--- config.mk ---
export PLATFORM = sky130hd
export DESIGN_NAME = fifo_wr_arbiter
export DESIGN_NICKNAME = d
export VERILOG_FILES = /design/src/rtl/fifo_arb_pkg.sv /design/src/rtl/fifo_wr_arbiter_rr_pick.sv /design/src/rtl/fifo_wr_arbiter.sv
export SDC_FILE = /design/constraint.sdc
export NUM_CORES = 1
export LEC_CHECK = 0
export BUFFER_PORTS_ARGS = -buffer_cell sky130_fd_sc_hd__buf_2
export CELL_PAD_IN_SITES_DETAIL_PLACEMENT = 1
export CELL_PAD_IN_SITES_GLOBAL_PLACEMENT = 1
export CORE_MARGIN = 3
export CORE_UTILIZATION = 31
export CTS_CLUSTER_SIZE = 10
export DETAILED_ROUTE_END_ITERATION = 6
export PLACE_DENSITY_LB_ADDON = 0.1
export SKIP_LAST_GASP = 1
export SYNTH_ARGS = -nofsm -noshare
export SYNTH_HDL_FRONTEND = slang
export SYNTH_HIERARCHICAL = 1
export SYNTH_SLANG_ARGS = --single-unit
--- constraint.sdc ---
create_clock -name i_clk -period 2.5 [get_ports i_clk]
set_clock_uncertainty 0.05 [all_clocks]
set_input_delay 0.5 -clock i_clk [delete_from_list [all_inputs] [get_ports i_clk]]
set_output_delay 0.5 -clock i_clk [all_outputs]
set_load 0.03 [all_outputs]
--- src/rtl/fifo_arb_pkg.sv ---
// Shared types and sizing helpers for the FIFO write arbiter.
package fifo_arb_pkg;

  typedef enum logic {
    S_IDLE  = 1'b0,
    S_BURST = 1'b1
  } arb_state_e;

  localparam int CNT_W = 8;

  // Index width that stays at least one bit for degenerate counts.
  function automatic int idx_w(input int n);
    return (n > 1) ? $clog2(n) : 1;
  endfunction

endpackage

--- src/rtl/fifo_wr_arbiter_rr_pick.sv ---
// Combinational round-robin picker: first set request at or after ptr, wrapping modulo N_REQ.
module rr_pick #(
  parameter int N_REQ = 4,
  parameter int IW    = 2
) (
  input  logic [N_REQ-1:0] req,
  input  logic [IW-1:0]    ptr,
  output logic             any_req,
  output logic [IW-1:0]    win
);

  logic [IW:0] sum;

  // Scan from the farthest offset down so the nearest requester wins last.
  always_comb begin
    any_req = |req;
    win     = '0;
    sum     = '0;
    for (int off = N_REQ - 1; off >= 0; off--) begin
      sum = {1'b0, ptr} + (IW+1)'(off);
      if (sum >= (IW+1)'(N_REQ)) sum = sum - (IW+1)'(N_REQ);
      if (req[sum[IW-1:0]]) win = sum[IW-1:0];
    end
  end

endmodule

--- src/rtl/fifo_wr_arbiter.sv ---
// Round-robin burst arbiter sharing one FIFO write port among N_REQ producers.
//   state   | meaning
//   S_IDLE  | no grant; arbitrate among valid producers this cycle
//   S_BURST | grant locked to grant_id until last, MAX_BURST beats or stall timeout
module fifo_wr_arbiter
  import fifo_arb_pkg::*;
#(
  parameter int N_REQ     = 4,
  parameter int D_WIDTH   = 48,
  parameter int MAX_BURST = 8,
  parameter int IDLE_TMO  = 16,
  localparam int IW       = idx_w(N_REQ)
) (
  input  logic                     i_clk,
  input  logic                     i_rst_n,
  input  logic [N_REQ-1:0]         i_req_valid,
  input  logic [N_REQ-1:0]         i_req_last,
  input  logic [N_REQ*D_WIDTH-1:0] i_req_data,
  output logic [N_REQ-1:0]         o_req_ready,
  input  logic                     i_fifo_full,
  input  logic                     i_fifo_almst_full,
  output logic                     o_fifo_wr_en,
  output logic [D_WIDTH-1:0]       o_fifo_data,
  output logic [IW-1:0]            o_grant_id,
  output logic                     o_busy
);

  arb_state_e         state;
  logic [IW-1:0]      rr_ptr;
  logic [IW-1:0]      grant_id;
  logic [IW-1:0]      pick_id;
  logic [IW-1:0]      ptr_next;
  logic [CNT_W-1:0]   beat_cnt;
  logic [CNT_W-1:0]   tmo_cnt;
  logic               any_req;
  logic               throttle;
  logic               g_valid;
  logic               g_last;
  logic [D_WIDTH-1:0] g_data;
  logic               xfer;
  logic               stall;
  logic               burst_end;
  logic               tmo_hit;

  rr_pick #(
    .N_REQ (N_REQ),
    .IW    (IW)
  ) u_rr_pick (
    .req     (i_req_valid),
    .ptr     (rr_ptr),
    .any_req (any_req),
    .win     (pick_id)
  );

  // Almost-full already leaves room for the beat sitting in the output register.
  assign throttle  = i_fifo_full | i_fifo_almst_full;
  assign g_valid   = i_req_valid[grant_id];
  assign g_last    = i_req_last[grant_id];
  assign g_data    = i_req_data[grant_id*D_WIDTH +: D_WIDTH];
  assign xfer      = (state == S_BURST) & g_valid & ~throttle;
  assign stall     = (state == S_BURST) & ~g_valid & ~throttle;
  assign burst_end = xfer & (g_last | ((beat_cnt + CNT_W'(1)) == CNT_W'(MAX_BURST)));
  assign tmo_hit   = stall & ((tmo_cnt + CNT_W'(1)) == CNT_W'(IDLE_TMO));
  assign ptr_next  = (grant_id == IW'(N_REQ - 1)) ? '0 : grant_id + IW'(1);
  assign o_grant_id = grant_id;

  always_comb begin
    o_req_ready = '0;
    if (state == S_BURST && !throttle) o_req_ready[grant_id] = 1'b1;
  end

  always_ff @(posedge i_clk) begin
    if (!i_rst_n) begin
      state        <= S_IDLE;
      rr_ptr       <= '0;
      grant_id     <= '0;
      beat_cnt     <= '0;
      tmo_cnt      <= '0;
      o_busy       <= 1'b0;
      o_fifo_wr_en <= 1'b0;
      o_fifo_data  <= '0;
    end else begin
      o_fifo_wr_en <= xfer;
      if (xfer) o_fifo_data <= g_data;
      case (state)
        S_IDLE: begin
          if (any_req) begin
            grant_id <= pick_id;
            beat_cnt <= '0;
            tmo_cnt  <= '0;
            state    <= S_BURST;
            o_busy   <= 1'b1;
          end
        end
        S_BURST: begin
          if (xfer) begin
            beat_cnt <= beat_cnt + CNT_W'(1);
            tmo_cnt  <= '0;
          end else if (stall) begin
            tmo_cnt  <= tmo_cnt + CNT_W'(1);
          end
          if (burst_end | tmo_hit) begin
            rr_ptr <= ptr_next;
            state  <= S_IDLE;
            o_busy <= 1'b0;
          end
        end
        default: begin
          state  <= S_IDLE;
          o_busy <= 1'b0;
        end
      endcase
    end
  end

endmodule

Word-level counts from Yosys, hierarchy flattened
Cells that the tools add are included.
- add/subtract/negate cells: 10
- $mul: 1
- magnitude comparators: 10
- eq/ne operators: 7
- shifts and indexed selects: 1
- muxes and demuxes: 36
- bitwise logic cells: 12
- reduce and logical (&&, ||, !) cells: 9
- operator list (operator ; number):
    variable part select 192 x 9 -> 48 bit ; 1
    2-to-1 mux 8 bit ; 4
    one-hot mux 8 bit (2 select lines) ; 2
    2-to-1 mux 2 bit ; 9
    adder 8 x 1 -> 8 bit (second input constant) ; 2
    less-than comparator 2 x 3 -> 1 bit (second input constant) ; 5
    binary-select mux 1 bit (select 2 bit) ; 6
    2-to-1 mux 1 bit ; 11
    AND reduction 2 bit ; 5
    >= comparator 3 bit (second input constant) ; 3
    == test 8 x 4 -> 1 bit (second input constant) ; 1
    == test 8 x 5 -> 1 bit (second input constant) ; 1
    subtractor 2 x 1 -> 2 bit (second input constant) ; 4
    adder 2 x 2 -> 3 bit (second input constant) ; 2
    bitwise AND 1 bit ; 6
    multiplier 2 x 2 -> 4 bit (second input constant) ; 1
    2-to-1 mux 4 bit ; 1
    != test 2 x 1 -> 1 bit (second input constant) ; 2
    one-hot mux 1 bit (2 select lines) ; 2
    OR reduction 4 bit ; 1
    adder 2 x 1 -> 3 bit (second input constant) ; 1
    >= comparator 2 x 3 -> 1 bit (second input constant) ; 1
    != test 3 x 1 -> 1 bit (second input constant) ; 1
    inverter 1 bit ; 3
    8 further kinds ; 11
- register bits: 71
- bits of input ports: 204
- output and inout bits: 56

Logic depth before layout (Yosys ltp)
Gate-level depths: netlist of run 1.
- word-level depth: 9
- mapped depth: 8

By module
The synthesis of run 1 kept the hierarchy.
- by module, submodules not included (module ; instances ; cells an instance ; area an instance (µm²) ; seq. area each (µm²)):
    fifo_wr_arbiter ; 1 ; 427 ; 4277.9 ; 1421.4
    rr_pick ; 1 ; 13 ; 77.6 ; 0.0

Worst setup path before layout of run 1
OpenSTA, ideal clock, no wires.
- path type: register -> output
- from: reg grant_id[1] (netlist: o_grant_id[1])
- to: out o_req_ready[1]
- data arrival time: 1.843 ns
- path slack: 0.107 ns
- stages on the path, launching flop included: 7
- buffers on the path: 3
- cells stage by stage: dfxtp_1 > clkbuf_1 > clkbuf_1 > buf_2 > inv_1 > ha_1 > and2_1
- word-level cells in the longest chain between the ends: 5
- RTL lines (what ; RTL line ; source):
    from (decl) ; fifo_wr_arbiter.sv:30 ; logic [IW-1:0] grant_id;
    from (signal assigned) ; fifo_wr_arbiter.sv:88 ; grant_id <= pick_id;
    less-than comparator 2 x 3 -> 1 bit (implied by the code) or >= comparator 2 x 1 -> 1 bit (tied branches) ; fifo_wr_arbiter.sv:69 ; if (state == S_BURST && !throttle) o_req_ready[grant_id] = 1'b1;
    logical AND 1 bit (implied by the code) ; fifo_wr_arbiter.sv:69 ;
    2-to-1 mux 1 bit (implied by the code) ; fifo_wr_arbiter.sv:69 ;
    demux 1 bit (select 2 bit) * ; fifo_wr_arbiter.sv:69 ;
    2-to-1 mux 4 bit * ; fifo_wr_arbiter.sv:69 ;
    to (decl) ; fifo_wr_arbiter.sv:19 ; output logic [N_REQ-1:0] o_req_ready,
Every way passes the cells marked *; elsewhere a longest branch is shown, timed or not.

Worst setup path in the final report of run 1
- from: reg grant_id[0] (netlist: o_grant_id[0])
- to: reg beat_cnt[4]
- word-level cells in the longest chain between the ends: 6
- RTL lines (what ; RTL line ; source):
    binary-select mux 1 bit (select 2 bit) ; fifo_wr_arbiter.sv:57 ; assign g_valid = i_req_valid[grant_id];
    2-to-1 mux 1 bit (implied by the code) ; fifo_wr_arbiter.sv:57 ;
    bitwise AND 1 bit (2 in series) ; fifo_wr_arbiter.sv:60 ; assign xfer = (state == S_BURST) & g_valid & ~throttle;
    != test 2 x 1 -> 1 bit (no line) ; - ;
    AND reduction 2 bit (no line) ; - ;
    to (signal assigned) ; fifo_wr_arbiter.sv:97 ; beat_cnt <= beat_cnt + CNT_W'(1);
    to (decl) ; fifo_wr_arbiter.sv:33 ; logic [CNT_W-1:0] beat_cnt;
Every way passes these cells. The select of a mux whose other input is x is not followed.
A chain may end at the register's enable or synchronous reset.

==> impl_metrics.json, run 1 <==
{
  "setup.worst_path.class": "reg -> reg",
  "reg2reg_to": "beat_cnt[4]",
  "htree_levels": 3,
  "die_x_um": 125,
  "dominantRegCellSynth": "dfxtp_1",
  "grt_pass1_wl_um": 23200,
  "arrival_ps": 2180,
  "hp-class": "reg -> reg",
  "drv_cap": 0,
  "ant_nets": 0,
  "cts.reportedPaths.clkPinSlew_ps": 60,
  "fill_cells": 1621,
  "syn2layout_area_growth_pct": 40.1,
  "grt_max_degree": 39,
  "drv_slew": 0,
  "gr-total-overflow": 0,
  "hp-start": "o_fifo_data[31]",
  "p_per_area_mw_per_mm2": 474,
  "rsz0062_at_grt": "no",
  "met3_usage_pct": 4.12,
  "finalSetupViolCount": 0,
  "synth_nets": 652,
  "rr_worst_depth": 5,
  "dr.pass1.iters": 4,
  "num_antenna_cells": 0,
  "cts.sink_count": 71,
  "finalCritPeriodShare_pct": 79.4,
  "ctsResizeCount": 0,
  "drive_gt1_share_pct": 49.7,
  "ys_warn_count": 6,
  "routedWlPerCell_um": 16.4,
  "crit_required_ps": 2690,
  "yosysUniqueCellTypes": 41,
  "viasPerCell": 4.97,
  "worstPathMaxFanout": 9,
  "ir_drop_v": 0.000263,
  "layout.nets": 901,
  "hold_depth": 2,
  "clock.fmax_mhz": 504,
  "grt_use_met1_pct": 21.1,
  "ys_ff_latch": 71,
  "gp_congestion": 0.847,
  "timing.setup.tns_ps": 0,
  "finalHoldViolCount": 0,
  "vias": 4318,
  "routed_wl_um": 14200,
  "worst_slew_pin_slew_ps": 604,
  "ys_async_sr_fraction_pct": 0,
  "cp-end-kind": "flop",
  "track_usage_pct": 18.3,
  "synth-edff-count": 0,
  "syn_inst": 440,
  "syn_area_mm2": 0.00436,
  "status": "finished, final reports clean",
  "regArea_mm2": 0.00143,
  "drc": 0,
  "p_leak_uw": 0.00268,
  "cts_setup_buffers": 0,
  "avgSynthCellArea_um2": 9.90,
  "grt_most_used_layer": "met2",
  "relSlewSlack_pct": 59.7,
  "cts_root_buf": "clkbuf_16",
  "startpoint_type": "flop",
  "min_to": "o_fifo_data[31]",
  "core_mm2": 0.0135,
  "period_needed_ps": 1980,
  "met2_usage_pct": 33.4,
  "die-height_um": 125,
  "cts_hold_buf": 0,
  "drt_iter0_drc": 89,
  "placementRows": 42,
  "cts_tree": "built",
  "ys_seq_area_share_pct": 32.6,
  "first_global_vias": 4687,
  "finalPower_uw": 2890,
  "clk_latency_ps": 320,
  "fin_util_pct": 45.2,
  "r2r-start": "o_grant_id[0]",
  "io_pins": 260,
  "multi_input_area_mm2": 0.00276,
  "portBuffers": 259,
  "die-area_mm2": 0.0155,
  "cp-startpoint": "o_grant_id[0]",
  "clockBufferDepth": 2,
  "cts_made_buffers": 9,
  "initial_core_util_pct": 32.2,
  "hpwl_um": 11400,
  "reg2reg_slack_ps": 520,
  "antenna_found_initial": 0
}
[layer usage]
metal	share of wire, %	vias up
met4	1.3	0
met3	6.1	14
met2	51	164
met1	41	2055
li1	-	2085
met5	0	-
[critical path: stages (launching register included)]
cell and delay [ps]:
dfxtp_4 400, mux4_2 560, and2_2 290, nor2_2 260, o21ai_0 150, a21boi_0 200
[cells by family after synthesis]
kind of cell / count (synthesis) / share of synthesized area, %
mux: 54 / 26.8
compound gates: 92 / 15.1
xor+xnor: 2 / 0.402
fa+ha+maj: 8 / 2.30
flops: 71 / 32.6
buf+inv: 37 / 3.99
simple gates: 176 / 18.8
[cells in the final DEF, fill, tap and decap left out, drive strengths merged, types with 9 or more instances in the layout]
cell / instances
a21boi: 59
o21ai: 12
mux4: 50
nand3b: 10
dfxtp: 71
nand2: 108
and2: 10
buf: 271
nor2: 20
clkbuf: 13
a21oi: 9
[where the power goes]
| group | leakage, uW | internal (uW) | total (uW) | switching [uW] |
|---|---|---|---|---|
| sequential | 0.000576 | 1160 | 1180 | 17.1 |
| clock | 0.000132 | 714 | 1170 | 456 |
| combinational | 0.00197 | 297 | 545 | 248 |
| total | 0.00268 | 2170 | 2890 | 721 |
[Yosys cell counts (all sizes together), types with 3 or more instances]
library cell,instances,area share [%]
nand2,108,9.3
mux4,50,26
nor2b,6,0.86
dfxtp,71,33
a21oi,9,1.0
and3,5,0.72
and2,10,1.4
nor4b,3,0.75
inv,4,0.34
o21ai,12,1.4
clkbuf,15,1.3
ha,8,2.3
buf,18,2.4
nor2,20,1.8
nand3b,10,1.7
nand3,5,0.57
mux2i,4,0.92
nand2b,3,0.60
a21boi,59,10
[final cells by class]
cell class / instances / area share [%]
Clock inverter: 1 / 0.0820
Clock buffer: 13 / 4.26
Multi-Input combinational cell: 332 / 45.3
Tap cell: 176 / 3.61
Timing Repair Buffer: 271 / 23.1
Inverter: 4 / 0.246
Sequential cell: 71 / 23.4
[registers in the layout, summed over array words and instances (netlist names)]
register	flops
beat_cnt	8
tmo_cnt	8
rr_ptr	2
o_fifo_data	48
o_grant_id	2
o_fifo_wr_en	1
o_busy	1
state	1
[worst max path at each step]
stage                      to  slack (ps)  cells after the start
4_1_cts           beat_cnt[4]         500                      5
2_1_floorplan  o_req_ready[1]         110                      6
6_report          beat_cnt[4]         520                      5
3_5_place_dp      beat_cnt[4]         290                      6
3_3_place_gp      beat_cnt[2]         420                      6
5_1_grt           beat_cnt[4]         310                      5
[per-stage QoR]
stage	hold slack, ps	std cells	setup WS [ps]	cell area, um^2
after detailed placement	398	854	293	5840
after floorplan	378	440	107	4360
after global routing	422	868	312	6100
after global placement	390	854	423	5840
after CTS	406	868	502	6100
final	404	868	515	6100
Note: power is estimated with default switching activity, not from simulation.
==> run 2: changes to the inputs <==
Clock period 2.5 ns to 2.05 ns, I/O delays scaled along.
==> run 2 against run 1 <==
  * Final cell count rose by 0.46%
  * Register-to-register slack got worse by 440 ps
  * Via count rose by 1.6%
  * Power rose by 24%
  * Worst hold slack got worse by 14 ps
  * Sequential power rose by 21%
==> impl_metrics.json, run 2 (synthesis gave the netlist of run 1 again) <==
{
  "status": "finished, final reports clean",
  "setup.worst_path.class": "reg -> out",
  "relSlewSlack_pct": 61.8,
  "startpoint_type": "flop",
  "ir_drop_v": 0.000364,
  "die-area_mm2": 0.0155,
  "grt_max_degree": 74,
  "cts_root_buf": "clkbuf_16",
  "gr-total-overflow": 0,
  "p_sw_uw": 896,
  "first_global_vias": 4924,
  "finalSetupViolCount": 0,
  "setup_ws_ps": 78.3,
  "core_mm2": 0.0135,
  "die_x_um": 125,
  "cp-end-kind": "output port",
  "syn2layout_area_growth_pct": 42.8,
  "cts.sink_count": 71,
  "largest_register_ffs": 48,
  "switching_share_pct": 24.9,
  "cts_made_buffers": 9,
  "drive_gt1_share_pct": 50.3,
  "crit_required_ps": 1590,
  "hp-class": "in -> reg",
  "reg_top3": "o_fifo_data x48, beat_cnt x8, tmo_cnt x8",
  "gp_congestion": 0.827,
  "cts.reportedPaths.clkPinSlew_ps": 60,
  "drv_slew": 0,
  "drv_cap": 0,
  "ant_nets": 0,
  "critical_path.top_delay_family": "buffers and inverters",
  "p_per_area_mw_per_mm2": 578,
  "seq_power_share_pct": 39.9,
  "placementRows": 42,
  "drt_iter0_drc": 171,
  "vias": 4388,
  "io_pins": 260,
  "placed_area_mm2": 0.00586,
  "top_register": "o_fifo_data",
  "finalCritPeriodShare_pct": 96.2,
  "grt_pass1_wl_um": 23000,
  "num_antenna_cells": 0,
  "critPathSlowestCell": "dfxtp_4",
  "routedWlPerCell_um": 16.0,
  "clock.fmax_mhz": 507,
  "track_usage_pct": 17.9,
  "portBuffers": 259,
  "period_needed_ps": 1970,
  "viasPerCell": 5.03,
  "dr.pass1.iters": 4,
  "worstPathMaxFanout": 22,
  "clk_latency_ps": 330,
  "p_leak_uw": 0.00273,
  "routed_wl_um": 14000,
  "layout.nets": 904,
  "worst_slew_pin_slew_ps": 571,
  "drc": 0,
  "finalHoldViolCount": 0,
  "cts_tree": "built",
  "htree_levels": 3,
  "slowest_delay_ps": 400,
  "p_int_uw": 2700,
  "hpwl_um": 11100,
  "final_cell_area_mm2": 0.00622,
  "antenna_found_initial": 0,
  "die-height_um": 125,
  "clkPwrFrac_pct": 41.2,
  "layout_common_cells": "buf_2, nand2_1, dfxtp_1",
  "clockBufferDepth": 2,
  "worst-path-buf-inv": 3,
  "combPwrFrac_pct": 18.9,
  "path_cells": "buf_12, inv_1, ha_1, and2_1, buf_2",
  "rsz0062_at_grt": "yes",
  "dpl_worst_slack_ps": -38.1,
  "arrival_ps": 1510,
  "layout_commonest_cell": "buf_2",
  "initial_core_util_pct": 32.2
}
run 2: path summary, 6_finish.rpt:
kind,startpoint,endpoint,slack [ps],cells past startpoint
hold reg to reg,o_fifo_data[42],o_fifo_data[42],400,2
setup / recovery,o_grant_id[1],o_req_ready[1],80,5
setup reg to reg,o_grant_id[0],rr_ptr[0],80,4
hold / removal,i_fifo_full,o_fifo_wr_en,390,3
run 2: metrics by stage:
step	total power (uW)	utilization (%)	TNS (ps)	std cells	hold slack [ps]
floorplan	1840	-	0	440	378
global placement	2110	43.4	0	856	389
detailed placement	2140	43.4	-43.3	856	397
CTS	3660	46.0	0	872	379
global route	3770	46.1	-10.9	872	408
finish	3590	46.1	0	872	390
run 2: power groups by stage:
stage	clock (uW)	sequential (uW)	combinational, uW
3_3_place_gp	0	1460	651
2_1_floorplan	0	1520	324
4_1_cts	1540	1440	690
3_5_place_dp	0	1460	673
5_1_grt	1580	1440	744
6_report	1480	1430	678
run 2: worst reg2reg max path, cell delays in order (launching register included):
cell and delay [ps]:
dfxtp_4 430, mux4_2 580, and2_2 280, a22oi_2 300
mux2i_1 250
run 2: routing by layer:
metal | routed length, um | GRT usage [%] | up-vias
met2 | 7590 | 34.6 | 151
met1 | 5300 | 18.7 | 2118
li1 | - | - | 2094
met4 | 332 | 6.83 | 0
met3 | 741 | 3.73 | 25
met5 | 0 | 0 | -
run 2: area by class of cell:
class / count / area, um^2
inverter: 4 / 15.0
tap: 176 / 220
clock inverter: 3 / 17.5
fill: 1611 / 7290
timing repair buffer: 274 / 1500
multi-input combinational: 332 / 2780
sequential: 71 / 1430
clock buffer: 12 / 267
run 2: timing repair:
| action | in CTS | in global routing |
|---|---|---|
| endpoints found under the setup margin | 4 | 9 |
| resized for setup | 7 | 2 |
| gates cloned | 1 | 0 |
| hold buffers | 0 | 0 |
| pin swaps | 0 | 1 |
| buffers inserted | 0 | 0 |
==> run 3: changes to the inputs <==
Settings changed: CORE_ASPECT_RATIO from default to 1.5, CORE_UTILIZATION 31 to 32, CTS_BUF_LIST from default to sky130_fd_sc_hd__clkbuf_8, PLACE_DENSITY_LB_ADDON 0.1 to 0.25.
==> run 3 against run 2 <==
  * Combinational power rose by 4.4%
  * Fmax down 0.80%
  * Setup slack lost 16 ps
  * Core utilization is 0.95 points higher
  * Register-to-register slack worse by 20 ps
  * Power down 11%
  * Critical path type is now reg -> reg
  * Critical endpoint is now rr_ptr[0]
  * Highest routed layer unchanged
==> impl_metrics.json, run 3 (synthesis gave the netlist of run 1 again) <==
{
  "status": "finished, final reports clean",
  "drv_cap": 0,
  "slowest_delay_ps": 580,
  "p_per_area_mw_per_mm2": 518,
  "worstPathMaxFanout": 6,
  "cts.sink_count": 71,
  "layout_common_cells": "buf_2, nand2_1, dfxtp_1",
  "setup.worst_path.class": "reg -> reg",
  "clk_latency_ps": 350,
  "dr.pass1.iters": 4,
  "layout_commonest_cell": "buf_2",
  "routed_wl_um": 15200,
  "gp_congestion": 0.813,
  "grt_pass1_wl_um": 23500,
  "placed_area_mm2": 0.00587,
  "first_global_vias": 4902,
  "drc": 0,
  "core_mm2": 0.0131,
  "layout.nets": 913,
  "routedWlPerCell_um": 17.6,
  "ir_drop_v": 0.000312,
  "io_pins": 260,
  "drv_slew": 0,
  "ant_nets": 0,
  "drive_gt1_share_pct": 51.0,
  "period_needed_ps": 1990,
  "largest_register_ffs": 48,
  "clock.fmax_mhz": 503,
  "regArea_mm2": 0.00143,
  "p_leak_uw": 0.00273,
  "fill_cells": 1596,
  "rsz0062_at_grt": "yes",
  "gr-total-overflow": 0,
  "htree_levels": 3,
  "cts_made_buffers": 9,
  "grt_max_degree": 74,
  "cts_tree": "built",
  "multi_input_area_mm2": 0.00277,
  "timing.setup.tns_ps": 0,
  "top_register": "o_fifo_data",
  "hp-class": "reg -> reg",
  "cts_hold_buf": 0,
  "crit_required_ps": 2280,
  "portBuffers": 259,
  "die_x_um": 101,
  "worst_slew_pin_slew_ps": 372,
  "relSlewSlack_pct": 74.9,
  "fin_util_pct": 47.0,
  "reg_top3": "o_fifo_data x48, beat_cnt x8, tmo_cnt x8",
  "final_cell_area_mm2": 0.00618,
  "track_usage_pct": 19.9,
  "syn2layout_area_growth_pct": 41.9,
  "initial_core_util_pct": 33.1,
  "path_cells": "mux4_2, and2_2, a22oi_2, mux2i_1",
  "viasPerCell": 5.13,
  "clockBufferDepth": 2,
  "hpwl_um": 12000,
  "antenna_found_initial": 0,
  "cts.reportedPaths.clkPinSlew_ps": 80,
  "placementRows": 51,
  "cts_root_buf": "clkbuf_8",
  "reg2reg_slack_ps": 60,
  "finalSetupViolCount": 0,
  "vias": 4441,
  "critical_path.top_delay_family": "multiplexers",
  "cp-end-kind": "flop",
  "finalCritPeriodShare_pct": 97.0,
  "startpoint_type": "flop",
  "num_antenna_cells": 0,
  "finalHoldViolCount": 0,
  "die-area_mm2": 0.0151,
  "arrival_ps": 2220,
  "worst-path-buf-inv": 0,
  "drt_iter0_drc": 76,
  "placed_cells": 841,
  "critPathSlowestCell": "mux4_2",
  "instances_no_fill": 865,
  "die-height_um": 149
}
==> run 3: cell types whose count changed in the layout (fill, tap and decap cells not counted), sizes merged <==
| cell | before | now |
|---|---|---|
| clkbuf | 12 | 10 |
| buf | 273 | 281 |
| bufbuf | 1 | 2 |
| inv | 4 | 6 |
| clkinvlp | 1 | 2 |
==> run 3: worst register-to-register path, stage by stage (launching register included) <==
cell	delay, ps
dfxtp_4	440
mux4_2	590
and2_2	280
a22oi_2	320
mux2i_1	240
==> run 3: layer usage <==
metal	part of all wire (%)	track usage, %	wire length, um
met5	0	0	0
met1	35	20.9	5380
met2	58	38.4	8790
met4	1.8	6.45	279
met3	4.9	3.98	751
==> run 3: metrics by stage <==
step	power, uW	hold slack, ps	worst slack (ps)
2_1_floorplan	1840	378	31.4
3_3_place_gp	2130	389	68.9
3_5_place_dp	2150	402	-2.92
4_1_cts	3250	406	-7.25
5_1_grt	3370	427	-38.8
6_report	3200	411	62.4
==> run 3: cell type report <==
cell class / instances / area share [%]
multi-input cells: 332 / 44.8
repair buffers: 283 / 25.7
flip-flops and latches: 71 / 23.1
well taps: 159 / 3.22
clock buffers: 10 / 2.23
clock inverters: 6 / 0.709
inverters: 4 / 0.243
==> run 3: worst paths after layout <==
path / startpoint / end / depth (start not counted)
max: o_grant_id[0] / rr_ptr[0] / 4
min reg2reg: o_fifo_data[41] / o_fifo_data[41] / 2
min: o_fifo_data[41] / o_fifo_data[41] / 2
max reg2reg: o_grant_id[0] / rr_ptr[0] / 4
==> run 3: what timing repair did <==
action | in CTS | in global routing
buffers inserted | 3 | 3
pin swaps | 0 | 1
endpoints found under the setup margin | 3 | 10
resized for setup | 1 | 2
gates cloned | 2 | 0
==> run 3: where the power goes <==
group          total (uW)  switching (uW)  leakage [uW]  internal, uW
clock network        1060             582     0.0000892           477
registers            1430            23.8      0.000576          1410
logic                 708             311       0.00206           398
total                3200             917       0.00273          2280
